**config.mk**
```make
export PLATFORM = sky130hd
export DESIGN_NAME = ultrasonic_scheduler_flat
export DESIGN_NICKNAME = d
export VERILOG_FILES = /design/src/rtl/ultrasonic_scheduler_pkg.sv /design/src/rtl/ultrasonic_scheduler_if.sv /design/src/rtl/ultrasonic_scheduler_echo_sync.sv /design/src/rtl/ultrasonic_scheduler.sv /design/src/flat_wrapper.sv
export SDC_FILE = /design/constraint.sdc
export NUM_CORES = 1
export LEC_CHECK = 0
export CAP_MARGIN = 20
export CORE_ASPECT_RATIO = 1.25
export CORE_MARGIN = 1
export CORE_UTILIZATION = 40
export CTS_BUF_LIST = sky130_fd_sc_hd__clkbuf_2
export DETAILED_ROUTE_END_ITERATION = 12
export PLACE_DENSITY = 0.6
export SLEW_MARGIN = 10
export SYNTH_ARGS = -nofsm -noshare
export SYNTH_HDL_FRONTEND = slang
export SYNTH_SLANG_ARGS = --single-unit
```
**constraint.sdc**
```tcl
create_clock -name clk_1m -period 4.5 [get_ports clk_1m]
set_clock_uncertainty 0.15 [all_clocks]
set_input_delay 0.9 -clock clk_1m [delete_from_list [all_inputs] [get_ports clk_1m]]
set_output_delay 0.9 -clock clk_1m [all_outputs]
set_load 0.02 [all_outputs]
```
**src/rtl/ultrasonic_scheduler_pkg.sv**
```systemverilog
// Shared types and timing defaults for the ultrasonic ranger scheduler.
// Obstacle logic imports the same package for the us-to-cm conversion.
package ultrasonic_scheduler_pkg;

    typedef enum logic [2:0] {
        ST_IDLE,
        ST_TRIG,
        ST_WAIT_RISE,
        ST_MEASURE,
        ST_GAP
    } state_t;

    localparam int DEF_N_SENSORS    = 3;
    localparam int DEF_TRIG_US      = 10;
    localparam int DEF_ECHO_TIMEOUT = 30000;
    localparam int DEF_GAP_US       = 10000;
    localparam int DEF_CW           = 16;

    // Round-trip echo time per centimetre of range.
    localparam int US_PER_CM = 58;

    function automatic int id_width(input int n);
        return (n > 1) ? $clog2(n) : 1;
    endfunction

    function automatic int us_to_cm(input int us);
        return us / US_PER_CM;
    endfunction

endpackage

```
**src/rtl/ultrasonic_scheduler_if.sv**
```systemverilog
// Sensor pins and measurement result bundle of the ranger scheduler.
// master = scheduler side, slave = pins/obstacle-logic side.
interface ultrasonic_scheduler_if
    import ultrasonic_scheduler_pkg::*;
#(
    parameter int N_SENSORS = DEF_N_SENSORS,
    parameter int CW        = DEF_CW
);
    localparam int IW = id_width(N_SENSORS);

    logic                 en;
    logic [N_SENSORS-1:0] echo;
    logic [N_SENSORS-1:0] trig;
    logic                 busy;
    logic                 meas_valid;
    logic [IW-1:0]        meas_id;
    logic [CW-1:0]        meas_us;
    logic                 meas_timeout;

    modport master (
        input  en, echo,
        output trig, busy, meas_valid, meas_id, meas_us, meas_timeout
    );

    modport slave (
        output en, echo,
        input  trig, busy, meas_valid, meas_id, meas_us, meas_timeout
    );

endinterface

```
**src/rtl/ultrasonic_scheduler_echo_sync.sv**
```systemverilog
// Two-flop synchronizer for the raw asynchronous echo lines.
// Synchronous reset clears both stages.
module ultrasonic_scheduler_echo_sync #(
    parameter int W = 3
) (
    input  logic         clk,
    input  logic         rst,
    input  logic [W-1:0] d,
    output logic [W-1:0] q
);
    logic [W-1:0] meta_d, meta_q;
    logic [W-1:0] sync_d, sync_q;

    // Next values of the two synchronizer stages.
    always_comb begin
        meta_d = d;
        sync_d = meta_q;
    end

    // Synchronizer stage registers.
    always_ff @(posedge clk) begin
        if (rst) begin
            meta_q <= '0;
            sync_q <= '0;
        end else begin
            meta_q <= meta_d;
            sync_q <= sync_d;
        end
    end

    assign q = sync_q;

endmodule

```
**src/rtl/ultrasonic_scheduler.sv**
```systemverilog
// Round-robin trigger/echo sequencer for N ultrasonic rangers.
// One FSM and one shared timer; 1 cycle = 1 us.
module ultrasonic_scheduler
    import ultrasonic_scheduler_pkg::*;
#(
    parameter int N_SENSORS    = DEF_N_SENSORS,
    parameter int TRIG_US      = DEF_TRIG_US,
    parameter int ECHO_TIMEOUT = DEF_ECHO_TIMEOUT,
    parameter int GAP_US       = DEF_GAP_US,
    parameter int CW           = DEF_CW
) (
    input  logic                  clk_1m,
    input  logic                  rst,
    ultrasonic_scheduler_if.master bus
);
    localparam int IW = id_width(N_SENSORS);

    localparam logic [CW-1:0] TRIG_LAST = CW'(TRIG_US - 1);
    localparam logic [CW-1:0] TO_LAST   = CW'(ECHO_TIMEOUT - 1);
    localparam logic [CW-1:0] TO_VAL    = CW'(ECHO_TIMEOUT);
    localparam logic [CW-1:0] GAP_LAST  = CW'(GAP_US - 1);
    localparam logic [IW-1:0] CUR_LAST  = IW'(N_SENSORS - 1);

    function automatic logic [CW-1:0] sat_inc(input logic [CW-1:0] v);
        return (v == '1) ? v : v + 1'b1;
    endfunction

    state_t               state_d, state_q;
    logic [CW-1:0]        timer_d, timer_q;
    logic [IW-1:0]        cur_d, cur_q;
    logic [N_SENSORS-1:0] trig_d, trig_q;
    logic                 busy_d, busy_q;
    logic                 meas_valid_d, meas_valid_q;
    logic [IW-1:0]        meas_id_d, meas_id_q;
    logic [CW-1:0]        meas_us_d, meas_us_q;
    logic                 meas_timeout_d, meas_timeout_q;

    logic [N_SENSORS-1:0] echo_s;
    logic                 echo_cur;

    ultrasonic_scheduler_echo_sync #(
        .W (N_SENSORS)
    ) u_echo_sync (
        .clk (clk_1m),
        .rst (rst),
        .d   (bus.echo),
        .q   (echo_s)
    );

    assign echo_cur = echo_s[cur_q];

    // Next state, shared timer, sensor index and result capture.
    always_comb begin
        state_d        = state_q;
        timer_d        = timer_q;
        cur_d          = cur_q;
        meas_valid_d   = 1'b0;
        meas_id_d      = meas_id_q;
        meas_us_d      = meas_us_q;
        meas_timeout_d = meas_timeout_q;

        unique case (state_q)
            ST_IDLE: begin
                if (bus.en) begin
                    state_d = ST_TRIG;
                    timer_d = '0;
                end
            end
            ST_TRIG: begin
                if (timer_q >= TRIG_LAST) begin
                    state_d = ST_WAIT_RISE;
                    timer_d = '0;
                end else begin
                    timer_d = sat_inc(timer_q);
                end
            end
            ST_WAIT_RISE: begin
                if (echo_cur) begin
                    state_d = ST_MEASURE;
                    timer_d = CW'(1);
                end else if (timer_q >= TO_LAST) begin
                    state_d        = ST_GAP;
                    timer_d        = '0;
                    meas_valid_d   = 1'b1;
                    meas_id_d      = cur_q;
                    meas_us_d      = TO_VAL;
                    meas_timeout_d = 1'b1;
                end else begin
                    timer_d = sat_inc(timer_q);
                end
            end
            ST_MEASURE: begin
                if (!echo_cur) begin
                    state_d        = ST_GAP;
                    timer_d        = '0;
                    meas_valid_d   = 1'b1;
                    meas_id_d      = cur_q;
                    meas_us_d      = timer_q;
                    meas_timeout_d = 1'b0;
                end else if (timer_q >= TO_LAST) begin
                    // This high cycle brings the width to the limit.
                    state_d        = ST_GAP;
                    timer_d        = '0;
                    meas_valid_d   = 1'b1;
                    meas_id_d      = cur_q;
                    meas_us_d      = TO_VAL;
                    meas_timeout_d = 1'b1;
                end else begin
                    timer_d = sat_inc(timer_q);
                end
            end
            ST_GAP: begin
                if (timer_q >= GAP_LAST) begin
                    timer_d = '0;
                    cur_d   = (cur_q == CUR_LAST) ? '0 : cur_q + 1'b1;
                    state_d = bus.en ? ST_TRIG : ST_IDLE;
                end else begin
                    timer_d = sat_inc(timer_q);
                end
            end
            default: begin
                state_d = ST_IDLE;
                timer_d = '0;
            end
        endcase

        trig_d = '0;
        if (state_d == ST_TRIG) begin
            trig_d[cur_d] = 1'b1;
        end
        busy_d = (state_d != ST_IDLE);
    end

    // State, timer, index and registered outputs.
    always_ff @(posedge clk_1m) begin
        if (rst) begin
            state_q        <= ST_IDLE;
            timer_q        <= '0;
            cur_q          <= '0;
            trig_q         <= '0;
            busy_q         <= 1'b0;
            meas_valid_q   <= 1'b0;
            meas_id_q      <= '0;
            meas_us_q      <= '0;
            meas_timeout_q <= 1'b0;
        end else begin
            state_q        <= state_d;
            timer_q        <= timer_d;
            cur_q          <= cur_d;
            trig_q         <= trig_d;
            busy_q         <= busy_d;
            meas_valid_q   <= meas_valid_d;
            meas_id_q      <= meas_id_d;
            meas_us_q      <= meas_us_d;
            meas_timeout_q <= meas_timeout_d;
        end
    end

    assign bus.trig         = trig_q;
    assign bus.busy         = busy_q;
    assign bus.meas_valid   = meas_valid_q;
    assign bus.meas_id      = meas_id_q;
    assign bus.meas_us      = meas_us_q;
    assign bus.meas_timeout = meas_timeout_q;

endmodule

```
**src/flat_wrapper.sv**
```systemverilog
// flat-port wrapper written by rule: the top's interface ports become plain ports
module ultrasonic_scheduler_flat import ultrasonic_scheduler_pkg::*;
#(
    parameter int N_SENSORS    = DEF_N_SENSORS,
    parameter int TRIG_US      = DEF_TRIG_US,
    parameter int ECHO_TIMEOUT = DEF_ECHO_TIMEOUT,
    parameter int GAP_US       = DEF_GAP_US,
    parameter int CW           = DEF_CW
)
  (clk_1m, rst, bus_en, bus_echo, bus_trig, bus_busy, bus_meas_valid, bus_meas_id, bus_meas_us, bus_meas_timeout);
  ultrasonic_scheduler_if #(.N_SENSORS(N_SENSORS), .CW(CW)) bus_i ();
  input  logic clk_1m;
  input  logic rst;
  input wire logic [$bits(bus_i.en)-1:0] bus_en;
  input wire logic [$bits(bus_i.echo)-1:0] bus_echo;
  output wire logic [$bits(bus_i.trig)-1:0] bus_trig;
  output wire logic [$bits(bus_i.busy)-1:0] bus_busy;
  output wire logic [$bits(bus_i.meas_valid)-1:0] bus_meas_valid;
  output wire logic [$bits(bus_i.meas_id)-1:0] bus_meas_id;
  output wire logic [$bits(bus_i.meas_us)-1:0] bus_meas_us;
  output wire logic [$bits(bus_i.meas_timeout)-1:0] bus_meas_timeout;
  assign bus_i.en = bus_en;
  assign bus_i.echo = bus_echo;
  assign bus_trig = bus_i.trig;
  assign bus_busy = bus_i.busy;
  assign bus_meas_valid = bus_i.meas_valid;
  assign bus_meas_id = bus_i.meas_id;
  assign bus_meas_us = bus_i.meas_us;
  assign bus_meas_timeout = bus_i.meas_timeout;
  ultrasonic_scheduler #(.N_SENSORS(N_SENSORS), .TRIG_US(TRIG_US), .ECHO_TIMEOUT(ECHO_TIMEOUT), .GAP_US(GAP_US), .CW(CW)) u_core (.clk_1m(clk_1m), .rst(rst), .bus(bus_i));
endmodule
```
Yosys cells after proc, flatten, opt, wreduce, memory -nomap -nowiden
Cells that the tools add are included.

operators by class
  bitwise logic cells = 1
  mux-type cells = 39
  reductions and logical operators = 6
  equal/unequal tests = 9
  add/sub/neg operators = 2
  order comparisons = 6

operators by type and width
  cell                                                                                   count
  16-bit 2-to-1 mux                                                                      10
  16-bit case mux with 5 select lines                                                    1
  16-bit case mux with 2 select lines                                                    1
  3-bit 2-to-1 mux                                                                       6
  16-bit by 1-bit adder with 16-bit output, second input constant                        1
  16-bit == test, second input constant                                                  1
  16-bit by 14-bit greater-or-equal comparator with 1-bit output, second input constant  1
  16-bit by 15-bit greater-or-equal comparator with 1-bit output, second input constant  1
  16-bit by 4-bit greater-or-equal comparator with 1-bit output, second input constant   1
  3-bit case mux with 5 select lines                                                     1
  2-bit 2-to-1 mux                                                                       6
  1-bit 2-to-1 mux                                                                       9
  3-bit by 1-bit == test with 1-bit output, second input constant                        2
  3-bit by 2-bit == test with 1-bit output, second input constant                        2
  2-bit by 3-bit less-than comparator with 1-bit output, second input constant           2
  2-bit inequality test, second input constant                                           2
  1-bit case mux with 2 select lines                                                     2
  2-bit case mux with 2 select lines                                                     1
  3-bit == test, second input constant                                                   1
  3-bit zero test                                                                        1
  3-bit nonzero test                                                                     1
  2-bit by 1-bit adder with 2-bit output, second input constant                          1
  1-bit binary-select mux with 2-bit select                                              1
  1-bit demux with 2-bit select                                                          1
  7 further kinds                                                                        7

word-level totals
  input port bits = 6
  output and inout bits = 24
  register bits after elaboration = 51
  word-level logic and storage cells = 74

Longest topological paths before layout
  depth in word-level cells = 8
  depth in mapped cells = 9
  depth with buffers taken out = 8

By module
From an unflattened synthesis, not the netlist that was laid out.

unflattened totals
  cell total of the unflattened synthesis = 289
  area, all modules = 2,552.4 um^2

by module, submodules not included
  module                          area each (um^2)  cells an instance  instances  seq. area each (um^2)
  ultrasonic_scheduler            2,394.8           277                1          900.9
  ultrasonic_scheduler_echo_sync  157.7             12                 1          120.1

Worst setup path before layout
Ideal clock, no wire load.

  path type = reg2reg
  start point = register u_core.timer_q[0]
  end point = register u_core.timer_q[1]
  library setup time = 0.128 ns
  arrival = 2.007 ns
  stages on the path, launching flop included = 9
  slack = 2.215 ns
  clock period less this slack = 2.285 ns
  required time = 4.222 ns
  cells stage by stage = dfxtp_1 -> ha_1 -> nand3_1 -> a211o_1 -> a31o_4 -> a311o_4 -> buf_6 -> a32oi_1 -> nor2_1

on the way
  longest elaborated chain between the ends = 5

ends and longest elaborated chain
  what                                                                               line                                                     source
  start: declaration                                                                 ultrasonic_scheduler.sv:29                               logic [CW-1:0] timer_d, timer_q;
  start signal: assignment                                                           ultrasonic_scheduler.sv:148                              timer_q <= timer_d;
  16-bit by 1-bit adder with 16-bit output / 16-bit == test (equally long branches)  ultrasonic_scheduler.sv:25                               return (v == '1) ? v : v + 1'b1;
  16-bit 2-to-1 mux                                                                  ultrasonic_scheduler.sv:25
  16-bit 2-to-1 mux                                                                  ultrasonic_scheduler.sv:81, ultrasonic_scheduler.sv:100
  16-bit 2-to-1 mux (on tied branches)                                               ultrasonic_scheduler.sv:93, ultrasonic_scheduler.sv:78
  16-bit case mux with 5 select lines (*)                                            ultrasonic_scheduler.sv:62                               unique case (state_q)

Every way passes the cells marked *; elsewhere a longest branch is shown, timed or not.
A chain may end at the register's enable or synchronous reset.

Worst setup path in the final report
  start point = register u_core.timer_q[0]
  end point = register u_core.timer_q[4]

The elaborated chain is that of the path after synthesis.

==> results.md <==
- DRT Pass-1 Iters: 4
- Final Non-Filler Cells: 349
- Fin. Hold Viols: 0
- Clock Sink Count: 51
- Cells after DPL: 341
- Synthesis Warnings: 0
- Clk pwr share: 0.359
- Clock buffer depth: 2
- Fillers: 566
- Arrival time worst endpoint: 3090 ps
- Slew of the pin with the lowest slew margin: 896 ps
- Ports: 30
- Netlist cell types: 58
- Switching Share: 0.229
- Final Setup Violations: 0
- TNS Setup: 0 ps
- Iter 0 DRT Violations: 103
- RSZ-0062 raised after global routing: false
- EDFF count, synth: 0
- WP data required: 4710 ps
- Util after Layout: 0.482
- Total GRT Usage: 0.183
- Crit. End Element: flip-flop
- Starting Density: 0.416
- Gpl congestion: 0.792
- Layout area overhead: 15.9%
- Commonest non-fill, non-tap cell in the layout: dfxtp_1
- Ratio of cells with drive above 1 in the final layout: 0.0989
- R2R Setup Slk: 1620 ps
- Vias in the first global route: 1,914
- Share of total power in combinational logic: 0.072
- Status: completed
- N_diodes: 0
- Final WS setup: 1620 ps
- Initial antenna violation count: 0
- Total number of vias: 2,006
- Register area share after synthesis: 0.422
- Drt drc: 0
- Root buf cell: clkbuf_2
- Hold slack final: 315 ps
- Slew headroom: 0.403
- Startpoint types: flip-flop
- Post-Synthesis Cells: 262
- Multi-input combinational cell area: 1270 sq um
- Clock Pin Slew Worst Setup and Hold Paths: 260 ps
- Gr ovfl total: 0
- DR vias/cell: 5.75
- Post-CTS Hold Buffers: 0
- CP Max Fanout: 13
- Syn Nets: 271
- Leak pwr: 0.986 nW
- WS Path Type: reg2reg
- Final wirelength: 5450 um
- Die Ht: 89.0 um
- Post-synth ARST share: 0
- H-tree depth: 2
- Register area: 1020 sq um
- Setup Buffers After CTS: 0
- Number of nets with antenna violations after routing: 0
- DIE AREA: 6370 sq um
- CTS tree: built
- Worst skew pair latency: 440 ps
- Largest net degree at the start of global routing: 37
- Final Cycle Share: 0.640
- Total chip power: 0.821 mW
- Routed length per instance: 15.6 um
- Core Area: 5820 sq um
- Reg power frac: 0.569
- Peak VDD IR: 0.159 mV
- Total clock buffers created by CTS: 5
- Site Rows: 31
- Cell area after synthesis: 2420 sq um
- Die Wd: 71.6 um
- Hold crit path type: reg2reg
- PD cells: 293 nW/um^2
- Port-buffer cells: 29
- Tmin final: 2880 ps
- Ys flop type: dfxtp_1
- Switch Pwr: 0.188 mW
- Post-CTS Resized: 0
- Slew Viols, Final: 0
- Design area: 2810 sq um
- Max-cap check violation count: 0
- Pre-CTS setup slack: 1490 ps
- Highest clock rate: 0.347 GHz
- Most frequent cells in the layout: dfxtp_1 (51), clkdlybuf4s50_1 (29), nor2_1 (23)
- Internal: 0.633 mW
- HPWL Detailed: 3790 um
- Syn avg cell area: 9.24 sq um
- Fin nets: 291
- Placed instance area: 2710 sq um
- First-pass GRT wire length: 9140 um
- Post-synthesis register bit count: 51
cells by family (layout without fill, tap and decap cells):
logic type | Yosys count | count (layout) | share of synthesized area
mux | 4 | 4 | 0.0165
compound gates | 72 | 72 | 0.244
buf+inv | 27 | 48 | 0.0543
flops | 51 | 51 | 0.422
fa+ha+maj | 3 | 3 | 0.0155
simple gates | 104 | 104 | 0.244
xor+xnor | 1 | 1 | 0.00362
final timing paths:
| check | start | endpoint | cells after the start |
|---|---|---|---|
| worst max-delay path | u_core.timer_q[0] | u_core.timer_q[4] | 7 |
| worst min-delay path | u_core.u_echo_sync.meta_q[2] | u_core.u_echo_sync.q[2] | 1 |
| worst max register to register | u_core.timer_q[0] | u_core.timer_q[4] | 7 |
| worst min register to register | u_core.u_echo_sync.meta_q[2] | u_core.u_echo_sync.q[2] | 1 |
state kept, by name, indices dropped and copies added, names as in the netlist:
name and count:
u_core.timer_q 16, u_core.u_echo_sync.meta_q 3, u_core.bus.meas_valid 1, u_core.u_echo_sync.q 3
u_core.bus.meas_id 2, u_core.bus.meas_timeout 1, u_core.state_q 3, u_core.bus.meas_us 16
u_core.bus.busy 1, u_core.bus.trig 3, u_core.cur_q 2
cell type report:
cell class              count  area share
multi-input cells         184       0.452
flip-flops and latches     51       0.364
repair buffers             32       0.111
well taps                  66      0.0294
clock inverters             3      0.0241
inverters                   8      0.0107
clock buffers               5     0.00892
power by group through the flow:
stage / sequential, mW / clock, mW / combinational (mW)
2_1_floorplan: 0.474 / 0 / 0.0443
3_5_place_dp: 0.475 / 0 / 0.0589
6_report: 0.467 / 0.295 / 0.0593
4_1_cts: 0.467 / 0.305 / 0.0597
5_1_grt: 0.469 / 0.319 / 0.0660
3_3_place_gp: 0.475 / 0 / 0.0591
synthesized netlist by cell type, types with 3 or more instances:
cell type,n,area [sq um]
o21ai_0,3,15.0
nor3_1,8,40.0
nor2b_1,12,75.1
nand4_1,6,37.5
inv_1,8,30.0
nor4b_1,3,26.3
a21oi_1,9,45.0
buf_6,3,33.8
o221a_2,7,78.8
a31oi_1,9,56.3
nor2_1,23,86.3
and2_1,5,31.3
nand2_1,16,60.1
o31ai_1,4,30.0
a22oi_1,10,75.1
ha_1,3,37.5
nand3_1,6,30.0
buf_2,6,30.0
o21a_1,5,37.5
dfxtp_1,51,1020
mux2i_1,4,40.0
clkbuf_1,10,37.5
and3_1,7,43.8
per-layer routing:
layer,vias up,global-route usage,share of wire,wire length (um)
li1,1026,-,-,-
met1,921,0.240,0.51,2750
met2,53,0.294,0.44,2410
met3,6,0.0395,0.037,203
met4,0,0.0749,0.015,82
met5,-,0,0,0
critical path: stages, from the launching register on:
cell	delay, ps
dfxtp_1	510
ha_1	260
nand3_1	150
a211o_1	300
a31o_4	280
a311oi_2	780
a31oi_1	90
o221a_1	270
Note: power is estimated with default switching activity, not from simulation.
